### src/rtl/partition_tx_if.sv
// Bundle of the slot-side capture signals and the inter-partition link for partition_tx.
// The slave modport is the block's view; the master modport is the driving environment's view.
interface partition_tx_if #(
  parameter int N         = 8,
  parameter int D_WIDTH   = 32,
  parameter int CNT_WIDTH = 16,
  parameter int A_WIDTH   = 11,
  parameter int SW        = (N > 1) ? $clog2(N) : 1
);
  logic [N-1:0]         in_valid;
  logic [N*A_WIDTH-1:0] in_nexthop;
  logic [N*D_WIDTH-1:0] in_data;
  logic [N-1:0]         in_ack;
  logic                 out_valid;
  logic [A_WIDTH-1:0]   out_nexthop;
  logic [D_WIDTH-1:0]   out_data;
  logic [SW-1:0]        out_src;
  logic                 out_ready;
  logic [CNT_WIDTH-1:0] tx_count;

  modport master (
    output in_valid, in_nexthop, in_data, out_ready,
    input  in_ack, out_valid, out_nexthop, out_data, out_src, tx_count
  );

  modport slave (
    input  in_valid, in_nexthop, in_data, out_ready,
    output in_ack, out_valid, out_nexthop, out_data, out_src, tx_count
  );
endinterface

### src/rtl/partition_tx.sv
// Outbound partition-boundary port: captures remote packets into per-slot holding
// registers and serializes them round-robin onto a single valid/ready link.
module partition_tx #(
  parameter int       N         = 8,
  parameter logic [3:0] PID     = 4'h0,
  parameter int       D_WIDTH   = 32,
  parameter int       CNT_WIDTH = 16
) (
  input logic           clock,
  input logic           reset,
  partition_tx_if.slave bus
);
  localparam int AW = 11;
  localparam int SW = (N > 1) ? $clog2(N) : 1;

  logic [N-1:0]              full_q, full_d;
  logic [N-1:0][AW-1:0]      nh_q, nh_d;
  logic [N-1:0][D_WIDTH-1:0] data_q, data_d;
  logic [SW-1:0]             rr_q, rr_d;
  logic [CNT_WIDTH-1:0]      cnt_q, cnt_d;

  logic [SW-1:0] sel;
  logic          found, any, xfer;
  logic [N-1:0]  remote, send, ack;

  // First full slot at or after rr_q, wrapping modulo N.
  always_comb begin
    logic [SW-1:0] cand;
    sel   = '0;
    found = 1'b0;
    cand  = '0;
    for (int j = 0; j < N; j++) begin
      cand = SW'((int'(rr_q) + j) % N);
      if (!found && full_q[cand]) begin
        sel   = cand;
        found = 1'b1;
      end
    end
  end

  assign any  = |full_q;
  assign xfer = any & bus.out_ready;

  always_comb begin
    remote = '0;
    send   = '0;
    ack    = '0;
    for (int i = 0; i < N; i++) begin
      remote[i] = (bus.in_nexthop[i*AW+7 +: 4] != PID);
      send[i]   = xfer && (sel == SW'(i));
      ack[i]    = !reset && bus.in_valid[i] && remote[i] && (!full_q[i] || send[i]);
    end
  end

  // A capture on a draining slot overwrites it, so full stays set.
  always_comb begin
    full_d = full_q;
    nh_d   = nh_q;
    data_d = data_q;
    for (int i = 0; i < N; i++) begin
      if (ack[i]) begin
        full_d[i] = 1'b1;
        nh_d[i]   = bus.in_nexthop[i*AW +: AW];
        data_d[i] = bus.in_data[i*D_WIDTH +: D_WIDTH];
      end else if (send[i]) begin
        full_d[i] = 1'b0;
      end
    end
  end

  always_comb begin
    rr_d  = rr_q;
    cnt_d = cnt_q;
    if (xfer) begin
      rr_d = (sel == SW'(N-1)) ? '0 : sel + 1'b1;
      if (cnt_q != {CNT_WIDTH{1'b1}}) cnt_d = cnt_q + 1'b1;
    end
  end

  always_ff @(posedge clock or posedge reset) begin
    if (reset) begin
      full_q <= '0;
      nh_q   <= '0;
      data_q <= '0;
      rr_q   <= '0;
      cnt_q  <= '0;
    end else begin
      full_q <= full_d;
      nh_q   <= nh_d;
      data_q <= data_d;
      rr_q   <= rr_d;
      cnt_q  <= cnt_d;
    end
  end

  assign bus.in_ack      = ack;
  assign bus.out_valid   = any;
  assign bus.out_nexthop = any ? nh_q[sel]   : '0;
  assign bus.out_data    = any ? data_q[sel] : '0;
  assign bus.out_src     = any ? sel         : '0;
  assign bus.tx_count    = cnt_q;
endmodule
### src/flat_wrapper.sv
// flat-port wrapper written by rule: the top's interface ports become plain ports
module partition_tx_flat 
#(
  parameter int       N         = 8,
  parameter logic [3:0] PID     = 4'h0,
  parameter int       D_WIDTH   = 32,
  parameter int       CNT_WIDTH = 16
)
  (clock, reset, bus_in_valid, bus_in_nexthop, bus_in_data, bus_out_ready, bus_in_ack, bus_out_valid, bus_out_nexthop, bus_out_data, bus_out_src, bus_tx_count);
  partition_tx_if #(.N(N), .D_WIDTH(D_WIDTH), .CNT_WIDTH(CNT_WIDTH)) bus_i ();
  input logic clock;
  input logic reset;
  input wire logic [$bits(bus_i.in_valid)-1:0] bus_in_valid;
  input wire logic [$bits(bus_i.in_nexthop)-1:0] bus_in_nexthop;
  input wire logic [$bits(bus_i.in_data)-1:0] bus_in_data;
  input wire logic [$bits(bus_i.out_ready)-1:0] bus_out_ready;
  output wire logic [$bits(bus_i.in_ack)-1:0] bus_in_ack;
  output wire logic [$bits(bus_i.out_valid)-1:0] bus_out_valid;
  output wire logic [$bits(bus_i.out_nexthop)-1:0] bus_out_nexthop;
  output wire logic [$bits(bus_i.out_data)-1:0] bus_out_data;
  output wire logic [$bits(bus_i.out_src)-1:0] bus_out_src;
  output wire logic [$bits(bus_i.tx_count)-1:0] bus_tx_count;
  assign bus_i.in_valid = bus_in_valid;
  assign bus_i.in_nexthop = bus_in_nexthop;
  assign bus_i.in_data = bus_in_data;
  assign bus_i.out_ready = bus_out_ready;
  assign bus_in_ack = bus_i.in_ack;
  assign bus_out_valid = bus_i.out_valid;
  assign bus_out_nexthop = bus_i.out_nexthop;
  assign bus_out_data = bus_i.out_data;
  assign bus_out_src = bus_i.out_src;
  assign bus_tx_count = bus_i.tx_count;
  partition_tx #(.N(N), .PID(PID), .D_WIDTH(D_WIDTH), .CNT_WIDTH(CNT_WIDTH)) u_core (.clock(clock), .reset(reset), .bus(bus_i));
endmodule
### config.mk
export PLATFORM = sky130hd
export DESIGN_NAME = partition_tx_flat
export DESIGN_NICKNAME = d
export VERILOG_FILES = /design/src/rtl/partition_tx_if.sv /design/src/rtl/partition_tx.sv /design/src/flat_wrapper.sv
export SDC_FILE = /design/constraint.sdc
export NUM_CORES = 1
export LEC_CHECK = 0
export ABC_CLOCK_PERIOD_IN_PS = 44300
export CELL_PAD_IN_SITES_DETAIL_PLACEMENT = 0
export CELL_PAD_IN_SITES_GLOBAL_PLACEMENT = 1
export CORE_AREA = 3 3 225 183
export CTS_BUF_LIST = sky130_fd_sc_hd__clkbuf_8
export DETAILED_ROUTE_END_ITERATION = 6
export DIE_AREA = 0 0 228 186
export GPL_TIMING_DRIVEN = 0
export PLACE_DENSITY_LB_ADDON = 0.1
export SLEW_MARGIN = 20
export SYNTH_ARGS = -nofsm -noshare
export SYNTH_HDL_FRONTEND = slang
export SYNTH_SLANG_ARGS = --single-unit
### constraint.sdc
create_clock -name clock -period 44.3 [get_ports clock]
set_input_delay 8.86 -clock clock [delete_from_list [all_inputs] [get_ports clock]]
set_output_delay 8.86 -clock clock [all_outputs]
set_load 0.02 [all_outputs]
==> results of run 1 <==
==> critical path, cell delays in order <==
cell and delay (ps):
clkdlybuf4s50_1 580, clkinv_4 420, buf_16 390, nand3_1 160, or2_2 130, clkbuf_1 600, buf_2 430, inv_1 90
clkdlybuf4s50_1 550
==> per-layer routing <==
layer	track usage	wire, um	up-vias
met3	0.0826	4380	117
li1	-	-	5441
met4	0.0891	1520	18
met1	0.350	24000	6463
met2	0.423	27000	448
met5	0	134	-
==> cell usage after synthesis, types with 3 or more instances <==
cell      count  share of area
a21oi_1       7         0.0020
a22o_1       44          0.022
a32o_1        3         0.0017
a32oi_1       3         0.0015
and3_1        7         0.0024
and3b_1       4         0.0020
buf_1         4        0.00084
buf_2        35         0.0098
buf_4         8         0.0034
buf_6        11         0.0069
clkbuf_1     27         0.0057
dfrtp_1     371           0.52
ha_1          4         0.0028
inv_1        24         0.0050
inv_2         3        0.00063
mux2_1       45          0.028
mux2_2      267           0.17
mux2_4       39          0.033
mux2i_1      14         0.0078
mux4_2       98           0.12
nand2_1      27         0.0057
nand2b_1     12         0.0042
nand3_1      11         0.0031
nor2_1       23         0.0048
nor3_1        6         0.0017
nor4_1        3         0.0010
o21a_1        3         0.0013
o21ai_0       5         0.0014
or3_1         3         0.0010
or4_1        10         0.0042
xnor2_1      12         0.0059
xor2_1        7         0.0034
==> registers in the layout, summed over array words and instances (netlist names) <==
register and flops:
u_core.bus.tx_count 16, u_core.data_q 256, u_core.full_q 8, u_core.nh_q 88, u_core.rr_q 3
==> worst paths after layout <==
kind,from,endpoint,depth (start not counted)
setup / recovery,reset,bus_in_ack[7],9
hold / removal,u_core.bus.tx_count[10]$_DFFE_PP0P_,u_core.bus.tx_count[10]$_DFFE_PP0P_,1
setup reg to reg,u_core.rr_q[0]$_DFFE_PP0P_,u_core.data_q[123]$_DFFE_PP0P_,19
hold reg to reg,u_core.bus.tx_count[10]$_DFFE_PP0P_,u_core.bus.tx_count[10]$_DFFE_PP0P_,1
max in group asynchronous,reset,u_core.data_q[241]$_DFFE_PP0P_,5
min in group asynchronous,reset,u_core.nh_q[84]$_DFFE_PP0P_,2
==> logic make-up after synthesis <==
family	after synthesis
mux	463
simple gates	116
xor+xnor	19
fa+ha+maj	4
buf+inv	113
compound gates	92
flops	371
==> cell type report <==
cell class,count,share of cell area
plain buffers,85,0.0197
flip-flops and latches,371,0.384
well taps,536,0.0277
clock inverters,36,0.00822
repair buffers,430,0.182
diodes,10,0.00103
multi-input cells,694,0.333
inverters,28,0.00455
clock buffers,72,0.0410
==> where the power goes <==
part / switching (W) / internal, W
Sequential: 0.0000857 / 0.000505
Clock: 0.000138 / 0.000158
Combinational: 0.000638 / 0.000707
Total: 0.000862 / 0.00137
==> metrics by stage <==
stage               power [W]  std cells
finish                0.00223       2262
CTS                   0.00225       2252
global route          0.00236       2260
global placement      0.00193       2139
detailed placement    0.00194       2144
floorplan             0.00146       1178
==> impl_metrics.yaml, run 1 <==
floorplan:
  die_x_um: 228
  die_h_um: 186
  core-area_um2: 39200
  die-area_um2: 42400
  start_util: 0.457
  rows: 65
  num_io_pins: 426
clocking:
  clk_pin_slew_ps: 60
  htreeDepth: 2
  post-cts-setup-buffers: 0
  ctsResizeCount: 0
  hold_buffers: 0
  clk_path_buf_depth: 3
  cts_root_buf: "clkbuf_8"
  cts.sinks: 371
  cts_buffers: 60
  clk_latency_ps: 630
  tritoncts: "done"
yosys:
  yosys.area_share.xor_xnor: 0.00929
  synth_area_um2: 17900
  synth.distinct_cells: 57
  syn_avg_cell_area_um2: 15.2
  synth_edf_count: 0
  synth_top_family_by_area: "multiplexers"
  syn_inst: 1178
  ys.flop_type: "dfrtp_1"
  ys_seq_area_frac: 0.518
  synth_warnings: 0
  synth-simple-area-share: 0.0345
  synth_fa_ha_area_frac: 0.00279
  synth-compound-area-share: 0.0428
  synth_mux_area_frac: 0.360
  syn-num-nets: 1537
  synth-seq-cells: 371
  ys_async_sr_fraction: 1.00
sta:
  final.setup.tns_ps: 0
  fin_hold_ws_ps: 488
  skew_ps: 29.7
  report.final.slew_viol_count: 0
  hold_viol: 0
  post-route-period-util: 0.476
  setup_viol: 0
  fmax_mhz: 47.4
  tightest_slew_ps: 984
  timing.slew.headroom: 0.344
  period_needed_ps: 21080
  rsz0062_at_grt: "no"
  setup_ws_ps: 23220
final_layout:
  area_growth_pct: 35.1
  drive_above_1_share: 0.322
  postLayoutCellArea_um2: 24200
  final_cell_mix: "425 x clkdlybuf4s50_1, 371 x dfrtp_1, 267 x mux2_2"
  fill_cells: 3198
  multiInputGateArea_um2: 8050
  layout_commonest_cell: "clkdlybuf4s50_1"
  final_core_util: 0.617
  nets: 2029
  regArea_um2: 9280
power:
  peakVddDrop_uv: 78.9
  power_density_nw_per_um2: 92.2
  p_leak_nw: 10.4
grt:
  grt_max_degree: 78
  grt_pass1_vias: 13400
  grt_pass1_wl_um: 84400
  gr-total-overflow: 0
  antenna_found_initial: 20
  grtUsageTotal: 0.266
detailed_routing:
  vias: 12500
  wl_per_cell_um: 25.2
  detail-route-antenna-nets: 0
  drc_errors: 0
  drt-total-wl_um: 57000
  drt_iter0_markers: 747
  first_pass_iters: 7
  viasPerCell: 5.52
worst_hold_path:
  hp-class: "register to register"
status:
  outcome: "completed"
placement:
  placed_area_um2: 23000
  pre_cts_ws_ps: 23080
  port_buffers: 425
  dp_hpwl_um: 41600
  place.gp.congestion: 0.886
critical_path:
  r2r_slack_ps: 37150
  cp.required_ps: 35440
  critPathArrivalTime_ps: 12220
  cp-start-kind: "input port"
  cp_max_fo: 57
  worst_setup_path_end_kind: "output port"
  crit_type: "input port to output port"
flow_run:
  maxCapViolCount: 0
(Power assumes the default switching activity.)
==> run 2, diff against run 1 <==
ABC_CLOCK_PERIOD_IN_PS = 17200   (was 44300)
CORE_AREA = 3 3 247 201   (was 3 3 225 183)
DIE_AREA = 0 0 250 204   (was 0 0 228 186)
clock period = 17.2 ns   (was 44.3 ns; I/O delays follow)
==> impl_metrics.yaml, run 2 (synthesized netlist as in run 1, its figures left out) <==
placement:
  port_buffers: 425
  dp_hpwl_um: 44200
  placed_area_um2: 23000
  place.gp.congestion: 0.854
critical_path:
  critPathArrivalTime_ps: 8160
  cp-start-kind: "register"
  cp_max_fo: 10
  r2r_start: "u_core.rr_q[0]$_DFFE_PP0P_"
  worst_setup_path_end_kind: "output port"
  cp.required_ps: 13760
  crit_type: "register to output port"
  critPathLaunch: "u_core.rr_q[0]$_DFFE_PP0P_"
clocking:
  tritoncts: "done"
  cts_buffers: 67
  post-cts-setup-buffers: 0
  cts_root_buf: "clkbuf_8"
  clk_pin_slew_ps: 70
  clk_path_buf_depth: 3
  htreeDepth: 3
  cts.sinks: 371
  clk_latency_ps: 650
  ctsResizeCount: 0
  hold_buffers: 0
floorplan:
  die-area_um2: 51000
  rows: 71
  die_h_um: 204
  core-area_um2: 47000
  num_io_pins: 426
  start_util: 0.381
  die_x_um: 250
power:
  power_frac_seq: 0.261
  p_leak_nw: 10.4
  internal-power_w: 0.00355
  peakVddDrop_uv: 197
  p_total_w: 0.00582
  p_clk_frac: 0.139
  swShare: 0.391
  p_comb_frac: 0.600
  power_density_nw_per_um2: 239
  power_switching_w: 0.00228
final_layout:
  largest_register: "u_core.data_q"
  nets: 2034
  final_cell_mix: "425 x clkdlybuf4s50_1, 371 x dfrtp_1, 267 x mux2_2"
  largest_reg_flops: 256
  area_growth_pct: 35.7
  drive_above_1_share: 0.326
  postLayoutCellArea_um2: 24300
  layout_commonest_cell: "clkdlybuf4s50_1"
grt:
  grt_pass1_vias: 13400
  grt_max_degree: 105
  antenna_found_initial: 13
  gr-total-overflow: 0
  grtUsageTotal: 0.237
  grt_pass1_wl_um: 88700
sta:
  setup_viol: 0
  hold_viol: 0
  report.final.slew_viol_count: 0
  final.setup.tns_ps: 0
  period_needed_ps: 11600
  timing.slew.headroom: 0.230
  skew_ps: 23.2
  post-route-period-util: 0.674
  tightest_slew_ps: 1150
  fmax_mhz: 86.2
  rsz0062_at_grt: "no"
detailed_routing:
  vias: 12400
  wl_per_cell_um: 25.8
  first_pass_iters: 5
  drc_errors: 0
  viasPerCell: 5.29
  drt-total-wl_um: 60600
  detail-route-antenna-nets: 0
  drt_iter0_markers: 743
worst_hold_path:
  hold_start: "u_core.data_q[64]$_DFFE_PP0P_"
  hp-class: "register to register"
status:
  outcome: "completed"
flow_run:
  maxCapViolCount: 0
[run 2: worst max-delay path, stage by stage (launching register included)]
cell and delay (ps):
dfrtp_1 380, buf_2 310, inv_2 170, ha_1 320, buf_6 130, mux4_2 570, or4_1 610, or3_1 450
nor2_1 200, a21oi_1 160, and3_1 230, inv_2 140, clkbuf_1 650, clkbuf_1 810, ha_1 400, inv_1 80
o31ai_1 310, nand2_1 480, buf_2 400, inv_1 80, clkdlybuf4s50_1 600
[run 2: path summary, 6_finish.rpt]
check / slack [ps] / endpoint / depth (start not counted)
min in group asynchronous: 3300 / u_core.nh_q[76]$_DFFE_PP0P_ / 2
max in group asynchronous: 12590 / u_core.data_q[250]$_DFFE_PP0P_ / 4
worst min-delay path: 480 / u_core.data_q[64]$_DFFE_PP0P_ / 1
worst min register to register: 480 / u_core.data_q[64]$_DFFE_PP0P_ / 1
worst max-delay path: 5600 / bus_in_ack[3] / 20
worst max register to register: 9900 / u_core.data_q[119]$_DFFE_PP0P_ / 19
[run 2: per-stage QoR]
stage / util / setup WS, ps / cells / hold slack, ps
6_report: 0.517 / 5600 / 2344 / 484
3_3_place_gp: 0.488 / 354 / 2223 / 469
4_1_cts: 0.517 / 5510 / 2339 / 490
5_1_grt: 0.517 / 5200 / 2342 / 504
2_1_floorplan: - / 4650 / 1178 / 459
3_5_place_dp: 0.490 / 6240 / 2226 / 477
[run 2: cell type report]
cell class / count / area [um^2]
diodes: 5 / 12.5
plain buffers: 85 / 475
clock buffers: 81 / 1110
clock inverters: 32 / 145
fillers: 3996 / 22700
inverters: 28 / 118
multi-input cells: 694 / 8050
flip-flops and latches: 371 / 9280
well taps: 620 / 776
repair buffers: 428 / 4340
[run 2: per-layer routing]
layer / vias to the layer above / part of all wire / GRT usage
met5: - / 0.0015 / 0
met4: 16 / 0.018 / 0.0566
met3: 79 / 0.067 / 0.0698
met2: 376 / 0.47 / 0.378
met1: 6505 / 0.44 / 0.319
li1: 5432 / - / -
[run 2: power by group through the flow]
stage | Combinational (W) | Sequential [W] | Clock, W
final | 0.00349 | 0.00152 | 0.000807
after global routing | 0.00370 | 0.00157 | 0.000876
after CTS | 0.00353 | 0.00152 | 0.000833
after detailed placement | 0.00351 | 0.00153 | 0
after global placement | 0.00349 | 0.00152 | 0
after floorplan | 0.00231 | 0.00146 | 0
==> run 3, diff against run 2 <==
ABC_CLOCK_PERIOD_IN_PS = 9680   (was 17200)
clock period = 9.68 ns   (was 17.2 ns; I/O delays follow)
==> impl_metrics.yaml, run 3 (synthesized netlist as in run 1, its figures left out) <==
status:
  outcome: "completed"
grt:
  grt_pass1_vias: 13400
  gr-total-overflow: 0
  grt_max_degree: 105
  antenna_found_initial: 13
  grtUsageTotal: 0.236
  grt_pass1_wl_um: 88700
sta:
  fin_hold_ws_ps: 484
  report.final.slew_viol_count: 0
  fmax_mhz: 109
  timing.slew.headroom: 0.246
  final.setup.tns_ps: 0
  setup_viol: 0
  period_needed_ps: 9200
  post-route-period-util: 0.951
  skew_ps: 23.5
  tightest_slew_ps: 1130
  rsz0062_at_grt: "no"
  hold_viol: 0
critical_path:
  path_cells: "buf_2 > inv_2 > ha_1 > buf_6 > mux4_2 > or4_1 > or3_1 > nor2_1 > a21oi_1 > and3_1 > inv_2 > clkbuf_2 > ha_1 > inv_1 > o31ai_1 > nand2_1 > buf_2 > inv_1 > clkdlybuf4s50_1"
  cp_top_family: "buffers and inverters"
  r2r_slack_ps: 3290
  crit_type: "register to output port"
  slowest_delay_ps: 610
  slowest_stage: "or4_1"
  worst_setup_path_end_kind: "output port"
  critPathArrivalTime_ps: 7270
  cp-start-kind: "register"
  cp.required_ps: 7740
  cp_max_fo: 14
  critPathBufInv: 9
power:
  p_clk_frac: 0.139
  peakVddDrop_uv: 350
  power_density_nw_per_um2: 425
  power_switching_w: 0.00403
  power_frac_seq: 0.261
  swShare: 0.390
  p_leak_nw: 10.4
  internal-power_w: 0.00630
  p_comb_frac: 0.600
final_layout:
  nets: 2033
  drive_above_1_share: 0.327
  regArea_um2: 9280
  fill_cells: 3997
  postLayoutCellArea_um2: 24300
  final_cell_mix: "425 x clkdlybuf4s50_1, 371 x dfrtp_1, 267 x mux2_2"
  area_growth_pct: 35.7
  largest_reg_flops: 256
  multiInputGateArea_um2: 8050
  layout_commonest_cell: "clkdlybuf4s50_1"
  largest_register: "u_core.data_q"
floorplan:
  core-area_um2: 47000
  die-area_um2: 51000
  num_io_pins: 426
  rows: 71
  die_x_um: 250
  die_h_um: 204
  start_util: 0.381
detailed_routing:
  drt-total-wl_um: 60500
  drt_iter0_markers: 701
  wl_per_cell_um: 25.8
  detail-route-antenna-nets: 0
  drc_errors: 0
  vias: 12400
  first_pass_iters: 5
  viasPerCell: 5.29
placement:
  port_buffers: 425
  dp_hpwl_um: 44200
  placed_area_um2: 23000
  place.gp.congestion: 0.854
worst_hold_path:
  hp-class: "register to register"
clocking:
  clk_latency_ps: 650
  cts.sinks: 371
  tritoncts: "done"
  cts_buffers: 67
  htreeDepth: 3
  clk_pin_slew_ps: 70
  clk_path_buf_depth: 3
  cts_root_buf: "clkbuf_8"
flow_run:
  maxCapViolCount: 0
-- run 3: changes by cell type in the layout (fill, tap and decap cells not counted) --
cell      change
clkbuf_1      -2
clkbuf_2      +1
-- run 3: cell type report --
cell class              count  share of cell area
clock buffers              81              0.0459
multi-input cells         694               0.331
inverters                  28             0.00484
plain buffers              84              0.0195
diodes                      5            0.000515
flip-flops and latches    371               0.382
repair buffers            428               0.178
well taps                 620              0.0319
clock inverters            32             0.00597
-- run 3: power by group through the flow --
stage	Clock, W	Sequential [W]	Combinational [W]
2_1_floorplan	0	0.00259	0.00410
3_3_place_gp	0	0.00270	0.00620
3_5_place_dp	0	0.00272	0.00624
4_1_cts	0.00148	0.00269	0.00626
5_1_grt	0.00156	0.00279	0.00657
6_report	0.00144	0.00270	0.00620
-- run 3: routing by layer --
layer | part of all wire | global-route usage | wire length, um | vias to the layer above
met2 | 0.47 | 0.378 | 28500 | 374
li1 | - | - | - | 5435
met4 | 0.018 | 0.0566 | 1090 | 16
met3 | 0.067 | 0.0698 | 4080 | 82
met1 | 0.44 | 0.319 | 26700 | 6486
met5 | 0.0014 | 0 | 83 | -
-- run 3: worst reg2reg max path: cells and delay by family, from the launching register on --
family | cells | cell delay (ps)
buffers and inverters | 7 | 1900
flip-flops | 1 | 390
adder cells (fa/ha/maj) | 2 | 670
multiplexers | 2 | 890
AND/OR/NAND/NOR | 5 | 1960
AO/OA/AOI/OAI | 2 | 460
-- run 3: timing repair --
item	4_1_cts	5_1_grt
setup buffers	0	0
setup endpoints to repair	2	0
resized for setup	1	0
hold buffers	0	0
-- run 3: metrics by stage --
step	power, W	util	worst slack (ps)	cells
2_1_floorplan	0.00669	-	139	1178
3_3_place_gp	0.00890	0.488	-4160	2223
3_5_place_dp	0.00896	0.490	220	2226
4_1_cts	0.0104	0.517	340	2338
5_1_grt	0.0109	0.517	59.3	2341
6_report	0.0103	0.517	475	2343
-- run 3: worst paths after layout --
check | startpoint | to | depth (start not counted)
min reg2reg | u_core.data_q[64]$_DFFE_PP0P_ | u_core.data_q[64]$_DFFE_PP0P_ | 1
min in group asynchronous | reset | u_core.nh_q[86]$_DFFE_PP0P_ | 2
max in group asynchronous | reset | u_core.data_q[58]$_DFFE_PP0P_ | 4
max reg2reg | u_core.rr_q[0]$_DFFE_PP0P_ | u_core.data_q[119]$_DFFE_PP0P_ | 18
max | u_core.rr_q[0]$_DFFE_PP0P_ | bus_in_ack[3] | 19
min | u_core.data_q[64]$_DFFE_PP0P_ | u_core.data_q[64]$_DFFE_PP0P_ | 1
